## src/rtl/temporizador_multicanal_pkg.sv

```systemverilog
// temporizador_pkg: shared state encoding and channel-index width helper
//   estado_t : sequencer states IDLE, RUN, NEXT, DONE
//   ch_w(n)  : channel index width, max(1, clog2(n))
package temporizador_pkg;

    typedef enum logic [1:0] {IDLE, RUN, NEXT, DONE} estado_t;

    function automatic int ch_w(input int n);
        return (n <= 1) ? 1 : $clog2(n);
    endfunction

endpackage

```

## src/rtl/temporizador_multicanal_if.sv

```systemverilog
// temporizador_multicanal_if: control/status bundle between parameter logic and the sequencer
//   i_enter     start request          i_abort     synchronous cancel
//   i_repetir   repeat mode            i_dur       packed per-channel durations
//   o_motor_en  one-hot-or-zero enables  o_flag    per-channel completion pulse
//   o_canal_act active channel index   o_busy      not idle   o_done  end-of-sequence pulse
interface temporizador_multicanal_if
    import temporizador_pkg::*;
#(
    parameter int N_CH  = 3,
    parameter int CNT_W = 8
);
    localparam int CH_W = ch_w(N_CH);

    logic                    i_enter;
    logic                    i_abort;
    logic                    i_repetir;
    logic [N_CH*CNT_W-1:0]   i_dur;
    logic [N_CH-1:0]         o_motor_en;
    logic [N_CH-1:0]         o_flag;
    logic [CH_W-1:0]         o_canal_act;
    logic                    o_busy;
    logic                    o_done;

    modport master (
        output i_enter, i_abort, i_repetir, i_dur,
        input  o_motor_en, o_flag, o_canal_act, o_busy, o_done
    );

    modport slave (
        input  i_enter, i_abort, i_repetir, i_dur,
        output o_motor_en, o_flag, o_canal_act, o_busy, o_done
    );

endinterface

```

## src/rtl/temporizador_multicanal_divisor_tick.sv

```systemverilog
// divisor_tick: clock prescaler emitting one tick every PRESC_DIV enabled cycles
//   clk, rst  clock and asynchronous active-high reset
//   i_clr     restart count from zero (wins over i_en)
//   i_en      count enable
//   o_tick    high on the enabled cycle where the count reaches PRESC_DIV-1
module divisor_tick #(
    parameter int PRESC_DIV = 50000,
    parameter int PRESC_W   = 16
) (
    input  logic clk,
    input  logic rst,
    input  logic i_clr,
    input  logic i_en,
    output logic o_tick
);

    logic [PRESC_W-1:0] r_cnt;

    assign o_tick = i_en && (r_cnt == PRESC_W'(PRESC_DIV - 1));

    always_ff @(posedge clk or posedge rst) begin
        if (rst)
            r_cnt <= '0;
        else
            r_cnt <= i_clr ? '0 : !i_en ? r_cnt : o_tick ? '0 : r_cnt + PRESC_W'(1);
    end

endmodule

```

## src/rtl/temporizador_multicanal.sv

```systemverilog
// temporizador_multicanal: runs N_CH motor channels in turn for latched tick durations
//   clk, rst  clock and asynchronous active-high reset
//   bus       temporizador_multicanal_if.slave: enter/abort/repetir/dur in,
//             motor_en/flag/canal_act/busy/done out, all decoded from registered state
module temporizador_multicanal
    import temporizador_pkg::*;
#(
    parameter int N_CH      = 3,
    parameter int CNT_W     = 8,
    parameter int PRESC_DIV = 50000,
    parameter int PRESC_W   = 16
) (
    input  logic                        clk,
    input  logic                        rst,
    temporizador_multicanal_if.slave    bus
);

    localparam int CH_W = ch_w(N_CH);

    estado_t               r_state, w_next;
    logic [CH_W-1:0]       r_ch;
    logic [CNT_W-1:0]      r_cnt;
    logic [N_CH*CNT_W-1:0] r_dur;
    logic [CNT_W-1:0]      w_d;
    logic                  w_tick;
    logic                  w_zero;
    logic                  w_last;
    logic                  w_final;

    assign w_d     = r_dur[r_ch*CNT_W +: CNT_W];
    assign w_zero  = (w_d == '0);
    assign w_last  = (r_cnt == w_d - CNT_W'(1));
    assign w_final = (r_ch == CH_W'(N_CH - 1));

    // Held clear outside RUN so every RUN entry starts a fresh tick period.
    divisor_tick #(
        .PRESC_DIV (PRESC_DIV),
        .PRESC_W   (PRESC_W)
    ) u_div (
        .clk    (clk),
        .rst    (rst),
        .i_clr  (r_state != RUN),
        .i_en   (r_state == RUN),
        .o_tick (w_tick)
    );

    always_ff @(posedge clk or posedge rst) begin
        if (rst)
            r_state <= IDLE;
        else
            r_state <= w_next;
    end

    always_comb begin
        w_next          = r_state;
        bus.o_busy      = (r_state != IDLE);
        bus.o_done      = (r_state == DONE);
        bus.o_canal_act = (r_state == RUN || r_state == NEXT) ? r_ch : '0;
        bus.o_motor_en  = '0;
        bus.o_flag      = '0;
        for (int i = 0; i < N_CH; i++) begin
            bus.o_motor_en[i] = (r_state == RUN) && (r_ch == CH_W'(i)) && !w_zero;
            bus.o_flag[i]     = (r_state == NEXT) && (r_ch == CH_W'(i));
        end
        case (r_state)
            IDLE:    w_next = (bus.i_enter && !bus.i_abort) ? RUN : IDLE;
            RUN:     w_next = bus.i_abort ? IDLE : (w_zero || (w_tick && w_last)) ? NEXT : RUN;
            NEXT:    w_next = bus.i_abort ? IDLE : w_final ? DONE : RUN;
            DONE:    w_next = (bus.i_abort || !bus.i_repetir) ? IDLE : RUN;
            default: w_next = IDLE;
        endcase
    end

    // Durations latch only on the IDLE->RUN start; a repeat pass reuses them.
    // The tick counter resets on its final tick so it never reaches D.
    always_ff @(posedge clk or posedge rst) begin
        if (rst) begin
            r_dur <= '0;
            r_ch  <= '0;
            r_cnt <= '0;
        end else begin
            r_dur <= (r_state == IDLE && w_next == RUN) ? bus.i_dur : r_dur;
            r_ch  <= (r_state == NEXT && w_next == RUN) ? r_ch + CH_W'(1) :
                     (r_state == RUN || r_state == NEXT) ? r_ch : '0;
            r_cnt <= (r_state != RUN || (w_tick && w_last)) ? '0 : r_cnt + CNT_W'(w_tick);
        end
    end

endmodule

```

## src/flat_wrapper.sv

```systemverilog
// flat-port wrapper written by rule: the top's interface ports become plain ports
module temporizador_multicanal_flat import temporizador_pkg::*;
#(
    parameter int N_CH      = 3,
    parameter int CNT_W     = 8,
    parameter int PRESC_DIV = 50000,
    parameter int PRESC_W   = 16
)
  (clk, rst, bus_i_enter, bus_i_abort, bus_i_repetir, bus_i_dur, bus_o_motor_en, bus_o_flag, bus_o_canal_act, bus_o_busy, bus_o_done);
  temporizador_multicanal_if #(.N_CH(N_CH), .CNT_W(CNT_W)) bus_i ();
  input  logic clk;
  input  logic rst;
  input wire logic [$bits(bus_i.i_enter)-1:0] bus_i_enter;
  input wire logic [$bits(bus_i.i_abort)-1:0] bus_i_abort;
  input wire logic [$bits(bus_i.i_repetir)-1:0] bus_i_repetir;
  input wire logic [$bits(bus_i.i_dur)-1:0] bus_i_dur;
  output wire logic [$bits(bus_i.o_motor_en)-1:0] bus_o_motor_en;
  output wire logic [$bits(bus_i.o_flag)-1:0] bus_o_flag;
  output wire logic [$bits(bus_i.o_canal_act)-1:0] bus_o_canal_act;
  output wire logic [$bits(bus_i.o_busy)-1:0] bus_o_busy;
  output wire logic [$bits(bus_i.o_done)-1:0] bus_o_done;
  assign bus_i.i_enter = bus_i_enter;
  assign bus_i.i_abort = bus_i_abort;
  assign bus_i.i_repetir = bus_i_repetir;
  assign bus_i.i_dur = bus_i_dur;
  assign bus_o_motor_en = bus_i.o_motor_en;
  assign bus_o_flag = bus_i.o_flag;
  assign bus_o_canal_act = bus_i.o_canal_act;
  assign bus_o_busy = bus_i.o_busy;
  assign bus_o_done = bus_i.o_done;
  temporizador_multicanal #(.N_CH(N_CH), .CNT_W(CNT_W), .PRESC_DIV(PRESC_DIV), .PRESC_W(PRESC_W)) u_core (.clk(clk), .rst(rst), .bus(bus_i));
endmodule
```

## config.mk

```make
export PLATFORM = sky130hd
export DESIGN_NAME = temporizador_multicanal_flat
export DESIGN_NICKNAME = d
export VERILOG_FILES = /design/src/rtl/temporizador_multicanal_pkg.sv /design/src/rtl/temporizador_multicanal_if.sv /design/src/rtl/temporizador_multicanal_divisor_tick.sv /design/src/rtl/temporizador_multicanal.sv /design/src/flat_wrapper.sv
export SDC_FILE = /design/constraint.sdc
export NUM_CORES = 1
export LEC_CHECK = 0
export CAP_MARGIN = 20
export CORE_MARGIN = 3
export CORE_UTILIZATION = 30
export DETAILED_ROUTE_END_ITERATION = 10
export PLACE_DENSITY = 0.6
export SLEW_MARGIN = 20
export SYNTH_ARGS = -nofsm -noshare
export SYNTH_HDL_FRONTEND = slang
export SYNTH_SLANG_ARGS = --single-unit
```

## constraint.sdc

```tcl
create_clock -name clk -period 7.3 [get_ports clk]
set_input_delay 1.825 -clock clk [delete_from_list [all_inputs] [get_ports clk]]
set_output_delay 1.825 -clock clk [all_outputs]
set_load 0.01 [all_outputs]
```

==> key figures, run 1 <==
Clock tree
  • CTS tree: done
  • Reg clk slew, reported paths: 90 ps
  • CTS Buf Count: 5
  • Clock sinks: 52
  • Post-CTS sizing: 0
  • Setup bufs post-CTS: 0
  • Skew-Pair Late Insertion Delay: 310 ps
  • Post-CTS Hold Fix Bufs: 0
  • Bufs on Longest Clock Path: 2
  • Htree depth: 2
  • Root Driver: clkbuf_8

Floorplan
  • I/O pins: 39
  • Initial Util: 0.313
  • Die ar.: 10,900 um^2
  • # rows: 35
  • Core area: 9330 um^2
  • Die Wd: 105 um
  • Die height: 105 um

Place
  • DP Area: 3400 um^2
  • Port buffer count: 38
  • Pre-CTS setup slack: 2220 ps
  • Hpwl dp: 4500 um
  • Gpl congestion: 0.791

Setup path
  • Reg-to-reg critical path endpoint: u_core.r_cnt[3]$_DFF_PP0_
  • Crit. End Element: output port
  • CP max FO: 12
  • Nature of the critical path startpoint: register
  • Worst reg2reg path depth: 11
  • Crit path DAT: 3630 ps
  • Critical path type: reg2out
  • Worst EP required: 5480 ps
  • Flop2flop setup slack: 4030 ps
  • Critical R2R Launch: u_core.r_ch[1]$_DFF_PP0_

Power
  • Lkg Pwr: 1.58 nW
  • Peak VDD IR: 87.3 uV
  • Total power: 0.674 mW
  • Pwr/cell area: 191 nW/um^2

Global routing
  • Largest net degree at the start of global routing: 53
  • Initial antenna violation count: 0
  • Total gr overflow: 0
  • Number of global-route vias before repair: 2,236
  • Total GRT Usage: 0.117
  • First-pass GRT wire length: 10,500 um

Yosys
  • Fraction of registers with async set/reset: 1.00
  • Seq cells post-synth: 52
  • Post-synthesis cell count: 322
  • Mapped Nets: 362
  • Sequential element share of the synthesized area: 0.446
  • Synth warn: 0
  • Synth Flop Type: dfrtp_1
  • Mapped Area: 2920 um^2
  • Post-synth cell types: 45
  • Synthesized area per cell: 9.06 um^2
  • EDFF count, synth: 0

Timing
  • Minimum clock period: 5460 ps
  • RSZ-0062 raised after global routing: false
  • FMAX: 183 MHz
  • Setup ws final: 1840 ps
  • Setup TNS: 0 ps
  • Slew margin rel.: 0.409
  • Slew Limit Fails: 0
  • Tcrit/Tclk final: 0.747
  • # setup viols final: 0
  • Final Skew: 9.88 ps
  • Tightest Pin Transition: 887 ps
  • Final Hold Violating Endpoints: 0

Route
  • WL final: 5980 um
  • DR vias/cell: 4.52
  • Wire per inst: 12.3 um
  • Vias: 2,198
  • 1st-pass router iterations: 4
  • DRC Markers: 0
  • DRT iter0 DRCs: 103
  • ANT nets after route: 0

Status
  • Run status: complete, no violations

Cells and area
  • Nets: 396
  • Fill count: 950
  • Area Growth Syn to Fin: 20.8%
  • N_diodes: 0
  • Share of layout cells above drive strength 1: 0.0588
  • Post-route cell area: 3520 um^2

Min path
  • Min-Delay Endpoint: u_core.u_div.r_cnt[0]$_DFF_PP0_
  • Hold depth: 1
  • Min-delay src: u_core.u_div.r_cnt[0]$_DFF_PP0_
  • Worst min path class: reg2reg

Job
  • Max Cap Viol: 0
-- cells in the final DEF (no fill, tap or decap), drive strengths merged, types with 6 or more instances in the layout --
master         count
mux2i              8
and2               9
inv               16
clkbuf             6
xor2              15
and3               7
ha                11
xnor2             14
nor3               7
nand3             11
o2bb2ai            8
nor2              31
dfrtp             52
clkdlybuf4s50     38
nand2             84
-- report_power, final --
group | internal (mW) | switching, mW
Clock | 0.112 | 0.0994
Combinational | 0.0563 | 0.0727
Sequential | 0.314 | 0.0193
-- worst max path at each step --
stage	from	to	slack, ps
after global routing	u_core.r_ch[1]$_DFF_PP0_	bus_o_motor_en[2]	1470
final	u_core.r_ch[1]$_DFF_PP0_	bus_o_motor_en[0]	1840
after CTS	u_core.r_ch[1]$_DFF_PP0_	bus_o_motor_en[0]	1880
after global placement	u_core.r_ch[1]$_DFF_PP0_	bus_o_motor_en[1]	2380
after detailed placement	u_core.r_ch[1]$_DFF_PP0_	bus_o_motor_en[0]	2220
after floorplan	u_core.r_ch[0]$_DFF_PP0_	bus_o_motor_en[0]	3380
-- worst max-delay path, cell delays in order, from the launching register on --
cell and delay, ps:
dfrtp_1 670, and2b_1 390, o2bb2ai_2 210, inv_1 100, ha_1 190, inv_1 60
nor3_1 450, inv_1 80, nor3_1 330, nor2b_1 150, and2_1 190, clkdlybuf4s50_1 480
-- final cells by class --
type | instances | area (um^2) | share of cell area
well taps | 129 | 161 | 0.0458
inverters | 17 | 65.1 | 0.0185
repair buffers | 38 | 380 | 0.108
multi-input cells | 242 | 1490 | 0.424
clock inverters | 2 | 38.8 | 0.0110
flip-flops and latches | 52 | 1300 | 0.369
clock buffers | 6 | 82.6 | 0.0234
-- kinds of logic (layout without fill, tap and decap cells) --
logic type / after synthesis / in the layout / synth area share
compound gates: 25 / 25 / 0.0879
xor+xnor: 29 / 29 / 0.0871
fa+ha+maj: 11 / 11 / 0.0472
buf+inv: 28 / 63 / 0.0420
flops: 52 / 52 / 0.446
mux: 9 / 9 / 0.0326
simple gates: 168 / 168 / 0.257
-- registers in the layout, indices dropped and copies added, names as in the netlist --
name / flops
u_core.r_ch: 2
u_core.r_dur: 24
u_core.r_state: 2
u_core.u_div.r_cnt: 16
u_core.r_cnt: 8
-- per-layer routing --
metal,share of wire,global-route usage
met5,0,0
met4,0.0080,0.0281
met3,0.035,0.0235
met2,0.45,0.187
met1,0.51,0.163
-- through the flow --
stage / std cells / util / hold WS [ps]
after CTS: 486 / 0.377 / 476
after detailed placement: 478 / 0.364 / 463
after floorplan: 322 / - / 433
after global routing: 486 / 0.378 / 498
final: 486 / 0.378 / 471
after global placement: 478 / 0.364 / 450
-- cell usage after synthesis, types with 2 or more instances --
cell / instances / area (um^2)
and2_1: 9 / 56.3
nand3_1: 11 / 55.1
or3_1: 2 / 12.5
xnor2_1: 14 / 123
a2bb2oi_2: 2 / 30.0
o2bb2ai_2: 4 / 60.1
nor2b_1: 2 / 12.5
nor4_1: 3 / 18.8
and3_1: 7 / 43.8
mux2i_1: 8 / 80.1
nor2_1: 31 / 116
inv_1: 16 / 60.1
clkbuf_1: 7 / 26.3
nand2_1: 84 / 315
nor3_1: 7 / 35.0
dfrtp_1: 52 / 1300
xor2_1: 15 / 131
o2bb2ai_1: 4 / 35.0
nand4_1: 3 / 18.8
buf_2: 2 / 10.0
nand2b_1: 3 / 18.8
a21oi_1: 2 / 10.0
ha_1: 11 / 138
buf_6: 2 / 22.5
(Power assumes the default switching activity.)
==> run 2, diff against run 1 <==
- clock period: 7.3 -> 5.4 ns (I/O delays scaled with it)
==> run 2 against run 1 <==
  * Sequential share of layout area unchanged
  * Critical path depth unchanged
  * Flip-flop and latch count unchanged
  * Register-to-register slack worse by 1900 ps
  * Power up 34%
==> key figures, run 2 (synthesized netlist as in run 1, its figures left out) <==
Clock tree
  • Post-CTS Hold Fix Bufs: 0 (unchanged)
  • Root Driver: clkbuf_8
  • Clock sinks: 52 (unchanged)
  • CTS Buf Count: 5 (unchanged)
  • Reg clk slew, reported paths: 90 ps (about the same)
  • Bufs on Longest Clock Path: 2 (unchanged)
  • CTS tree: done
  • Setup bufs post-CTS: 0 (unchanged)
  • Post-CTS sizing: 0 (unchanged)
  • Skew-Pair Late Insertion Delay: 310 ps (about the same)
  • Htree depth: 2 (unchanged)

Setup path
  • Worst path bufs/invs: 4 (unchanged)
  • Crit. End Element: output port
  • CP max FO: 12 (unchanged)
  • Crit path DAT: 3560 ps (-70 ps)
  • Crit-path max cell delay: 660 ps (about the same)
  • Critical path's slowest cell: dfrtp_1
  • Crit path top cell by count: inv_1
  • Worst EP required: 4050 ps (-1430 ps)
  • Nature of the critical path startpoint: register
  • Critical-path cell list: and2b_1 > o2bb2ai_1 > inv_1 > ha_1 > inv_1 > nor3_1 > inv_1 > nor3_1 > nor2b_1 > and2_1 > clkdlybuf4s50_1
  • Critical path's top delay family: simple AND/OR/NAND/NOR gates
  • Critical path type: reg2out

Floorplan
  • # rows: 35 (unchanged)
  • Core area: 9330 um^2 (unchanged)
  • I/O pins: 39 (unchanged)
  • Initial Util: 0.313 (unchanged)
  • Die Wd: 105 um (unchanged)
  • Die height: 105 um (unchanged)
  • Die ar.: 10,900 um^2 (unchanged)

Power
  • Pwr/cell area: 257 nW/um^2 (+34%)
  • Peak VDD IR: 112 uV (+28%)
  • Lkg Pwr: 1.58 nW (unchanged)
  • Total power: 0.904 mW (+34%)

Timing
  • Final Hold Violating Endpoints: 0 (unchanged)
  • Final Skew: 9.69 ps (-0.187 ps)
  • Slew Limit Fails: 0 (unchanged)
  • # setup viols final: 0 (unchanged)
  • Minimum clock period: 4910 ps
  • Slew margin rel.: 0.396 (-0.0129)
  • RSZ-0062 raised after global routing: false
  • Tcrit/Tclk final: 0.910
  • FMAX: 204 MHz
  • Setup TNS: 0 ps (unchanged)
  • Tightest Pin Transition: 906 ps (+19.3 ps)
  • Post-Route Hold Slack: 465 ps (-5.65 ps)

Route
  • 1st-pass router iterations: 4 (unchanged)
  • Wire per inst: 12.3 um (+0.17%)
  • ANT nets after route: 0 (unchanged)
  • DRC Markers: 0 (unchanged)
  • WL final: 5990 um (+0.17%)
  • DR vias/cell: 4.46 (-1.4%)
  • DRT iter0 DRCs: 74 (-28%)
  • Vias: 2,168 (-1.4%)

Place
  • Port buffer count: 38 (unchanged)
  • Cells after DPL: 478 (unchanged)
  • DP Area: 3400 um^2 (unchanged)
  • Gpl congestion: 0.763 (-3.6%)
  • Hpwl dp: 4510 um (+0.14%)

Cells and area
  • Largest regs: u_core.r_dur x24, u_core.u_div.r_cnt x16, u_core.r_cnt x8
  • Largest Register: u_core.r_dur
  • Fill count: 966 (+1.7%)
  • Most frequent cells in the layout: nand2_1, dfrtp_1, clkdlybuf4s50_1, nor2_1
  • Area Growth Syn to Fin: 20.8% (unchanged)
  • Final cell count without fillers: 486 (unchanged)
  • Multi-input logic area: 1490 um^2 (unchanged)
  • Nets: 396 (unchanged)
  • Most common cell after layout, fill and taps aside: nand2_1
  • Share of layout cells above drive strength 1: 0.0588 (unchanged)
  • FF+latch area: 1300 um^2 (unchanged)
  • N_diodes: 0 (unchanged)
  • Max FFs per register: 24 (unchanged)
  • Post-route cell area: 3520 um^2 (unchanged)

Min path
  • Worst min path class: reg2reg

Global routing
  • First-pass GRT wire length: 10,500 um (about the same)
  • Number of global-route vias before repair: 2,249 (+0.58%)
  • Initial antenna violation count: 0 (unchanged)
  • Largest net degree at the start of global routing: 53 (unchanged)
  • Total gr overflow: 0 (unchanged)
  • Total GRT Usage: 0.117 (+0.000317)

Status
  • Run status: complete, no violations

Job
  • Max Cap Viol: 0 (unchanged)
run 2: cell counts in the layout (fill, tap and decap cells not counted):
No cell type changed its count.
run 2: area by class of cell:
cell class	count	share of cell area
clock buffers	6	0.0234
clock inverters	2	0.0110
inverters	17	0.0185
multi-input cells	242	0.424
flip-flops and latches	52	0.369
well taps	129	0.0458
repair buffers	38	0.108
run 2: path summary, 6_finish.rpt:
check                      cells after the start                       startpoint  slack (ps)                         endpoint
setup / recovery                              11         u_core.r_ch[1]$_DFF_PP0_         490                bus_o_motor_en[0]
hold / removal                                 1  u_core.u_div.r_cnt[0]$_DFF_PP0_         460  u_core.u_div.r_cnt[0]$_DFF_PP0_
setup reg to reg                              10         u_core.r_ch[0]$_DFF_PP0_        2160         u_core.r_ch[1]$_DFF_PP0_
hold reg to reg                                1  u_core.u_div.r_cnt[0]$_DFF_PP0_         460  u_core.u_div.r_cnt[0]$_DFF_PP0_
max in group asynchronous                      2                              rst        3330      u_core.r_state[1]$_DFF_PP0_
min in group asynchronous                      2                              rst        1500  u_core.u_div.r_cnt[4]$_DFF_PP0_
run 2: layer usage:
layer,part of all wire,track usage,vias to the layer above
met5,0,0,-
met4,0.012,0.0366,0
met3,0.044,0.0253,6
met2,0.45,0.182,36
met1,0.50,0.163,1009
li1,-,-,1117
run 2: worst reg2reg max path, stage by stage (launching register included):
cell and delay [ps]:
dfrtp_1 680, and2b_1 490, o2bb2ai_1 220, inv_1 100, ha_1 220, a311o_1 290, a211oi_2 230, o21bai_1 120
a211oi_4 350, o21ai_2 120, mux2_4 310
run 2: report_power, final:
part	switching (mW)	total, mW	internal, mW
Clock	0.129	0.280	0.152
Sequential	0.0256	0.450	0.425
Combinational	0.0976	0.174	0.0760
Total	0.252	0.904	0.652
run 2: per-stage QoR:
| step | utilization | setup slack [ps] |
|---|---|---|
| 2_1_floorplan | - | 1950 |
| 3_3_place_gp | 0.364 | 950 |
| 3_5_place_dp | 0.364 | 840 |
| 4_1_cts | 0.377 | 492 |
| 5_1_grt | 0.378 | 181 |
| 6_report | 0.378 | 487 |
==> run 3, diff against run 2 <==
- SLEW_MARGIN: 20 -> default
==> run 3 against run 2 <==
  * Core utilization up 0.20 points
  * Critical path depth unchanged
  * Combinational power about the same
  * Clock-buffer cell count unchanged
  * Sequential share of layout area down 0.20 points
  * Global-route usage unchanged
  * Design area up 0.53%
  * Highest routed layer unchanged
  * Non-clock buffer count up 1
  * Largest power group unchanged
  * Power up 0.30%
  * Hold slack better by 0.91 ps
==> key figures, run 3 (synthesized netlist as in run 1, its figures left out) <==
Setup path
  • Crit-path max cell delay: 660 ps (about the same)
  • Critical-path cell list: and2b_1 > o2bb2ai_1 > inv_1 > ha_1 > inv_1 > nor3_1 > inv_1 > nor3_1 > nor2b_1 > and2_1 > clkdlybuf4s50_1
  • Critical path's slowest cell: dfrtp_1
  • Crit path DAT: 3560 ps (about the same)
  • CP max FO: 12 (unchanged)
  • Worst path bufs/invs: 4 (unchanged)
  • Crit path top cell by count: inv_1
  • Nature of the critical path startpoint: register
  • Crit. End Element: output port
  • Worst EP required: 4050 ps (about the same)
  • Critical path type: reg2out
  • Critical path's top delay family: simple AND/OR/NAND/NOR gates

Status
  • Run status: complete, no violations

Cells and area
  • Most frequent cells in the layout: nand2_1, dfrtp_1, clkdlybuf4s50_1, nor2_1
  • Largest regs: u_core.r_dur x24, u_core.u_div.r_cnt x16, u_core.r_cnt x8
  • Max FFs per register: 24 (unchanged)
  • Nets: 397 (+0.25%)
  • Multi-input logic area: 1490 um^2 (unchanged)
  • Most common cell after layout, fill and taps aside: nand2_1
  • Largest Register: u_core.r_dur
  • Post-route cell area: 3540 um^2 (+0.53%)
  • Area Growth Syn to Fin: 21.4%
  • Fill count: 965 (-0.10%)
  • N_diodes: 0 (unchanged)
  • Share of layout cells above drive strength 1: 0.0615 (+0.00263)
  • FF+latch area: 1300 um^2 (unchanged)

Floorplan
  • Core area: 9330 um^2 (unchanged)
  • Die Wd: 105 um (unchanged)
  • Die height: 105 um (unchanged)
  • # rows: 35 (unchanged)
  • Initial Util: 0.313 (unchanged)
  • I/O pins: 39 (unchanged)
  • Die ar.: 10,900 um^2 (unchanged)

Route
  • Wire per inst: 12.4 um (+0.51%)
  • DRT iter0 DRCs: 93 (+26%)
  • WL final: 6030 um (+0.72%)
  • DRC Markers: 0 (unchanged)
  • ANT nets after route: 0 (unchanged)
  • DR vias/cell: 4.44 (-0.53%)
  • 1st-pass router iterations: 4 (unchanged)
  • Vias: 2,161 (-0.32%)

Global routing
  • Initial antenna violation count: 0 (unchanged)
  • Number of global-route vias before repair: 2,249 (unchanged)
  • Total gr overflow: 0 (unchanged)
  • Total GRT Usage: 0.117 (unchanged)
  • Largest net degree at the start of global routing: 53 (unchanged)
  • First-pass GRT wire length: 10,500 um (unchanged)

Timing
  • Final Skew: 10.2 ps (+0.544 ps)
  • RSZ-0062 raised after global routing: false
  • Tightest Pin Transition: 795 ps (-111 ps)
  • # setup viols final: 0 (unchanged)
  • Tcrit/Tclk final: 0.909 (about the same)
  • Setup TNS: 0 ps (unchanged)
  • Setup ws final: 489 ps (+2.48 ps)
  • Minimum clock period: 4910 ps (-2.48 ps)
  • Slew margin rel.: 0.470 (+0.0740)
  • FMAX: 204 MHz (about the same)
  • Final Hold Violating Endpoints: 0 (unchanged)
  • Slew Limit Fails: 0 (unchanged)

Clock tree
  • CTS tree: done
  • Setup bufs post-CTS: 0 (unchanged)
  • CTS Buf Count: 5 (unchanged)
  • Post-CTS Hold Fix Bufs: 0 (unchanged)
  • Reg clk slew, reported paths: 90 ps (about the same)
  • Htree depth: 2 (unchanged)
  • Skew-Pair Late Insertion Delay: 310 ps (about the same)
  • Clock sinks: 52 (unchanged)
  • Root Driver: clkbuf_8
  • Bufs on Longest Clock Path: 2 (unchanged)
  • Post-CTS sizing: 0 (unchanged)

Place
  • Gpl congestion: 0.763 (unchanged)
  • Hpwl dp: 4510 um (unchanged)
  • DP Area: 3400 um^2 (unchanged)
  • Port buffer count: 38 (unchanged)
  • Pre-CTS setup slack: 840 ps (unchanged)

Power
  • Pwr/cell area: 256 nW/um^2 (-0.23%)
  • Lkg Pwr: 1.59 nW (+0.62%)
  • Peak VDD IR: 112 uV (-0.14%)

Min path
  • Worst min path class: reg2reg

Job
  • Max Cap Viol: 0 (unchanged)
[run 3: final cells by class]
| cell class | count | area share |
|---|---|---|
| repair buffers | 39 | 0.113 |
| inverters | 17 | 0.0180 |
| clock inverters | 2 | 0.0110 |
| well taps | 129 | 0.0456 |
| clock buffers | 6 | 0.0233 |
| flip-flops and latches | 52 | 0.367 |
| multi-input cells | 242 | 0.422 |
[run 3: final timing paths]
check / cells past startpoint / end / slack, ps / from
worst max-delay path: 11 / bus_o_motor_en[0] / 490 / u_core.r_ch[1]$_DFF_PP0_
worst min-delay path: 1 / u_core.u_div.r_cnt[0]$_DFF_PP0_ / 470 / u_core.u_div.r_cnt[0]$_DFF_PP0_
worst max register to register: 10 / u_core.r_ch[1]$_DFF_PP0_ / 2160 / u_core.r_ch[0]$_DFF_PP0_
worst min register to register: 1 / u_core.u_div.r_cnt[0]$_DFF_PP0_ / 470 / u_core.u_div.r_cnt[0]$_DFF_PP0_
max in group asynchronous: 3 / u_core.r_dur[9]$_DFFE_PP0P_ / 3440 / rst
min in group asynchronous: 2 / u_core.u_div.r_cnt[6]$_DFF_PP0_ / 1410 / rst
[run 3: stage by stage]
step,util,std cells,power (mW),hold slack (ps)
5_1_grt,0.380,487,0.964,501
2_1_floorplan,-,322,0.574,433
3_3_place_gp,0.364,478,0.631,451
4_1_cts,0.377,486,0.920,467
3_5_place_dp,0.364,478,0.634,455
6_report,0.380,487,0.907,466
[run 3: report_power, final]
group | switching (mW) | total, mW | internal, mW
registers | 0.0255 | 0.450 | 0.425
clock network | 0.130 | 0.281 | 0.152
logic | 0.0983 | 0.176 | 0.0774
[run 3: routing by layer]
layer	part of all wire	GRT usage	vias up
met5	0	0	-
met2	0.45	0.182	36
li1	-	-	1117
met3	0.046	0.0253	6
met4	0.013	0.0366	0
met1	0.50	0.163	1002
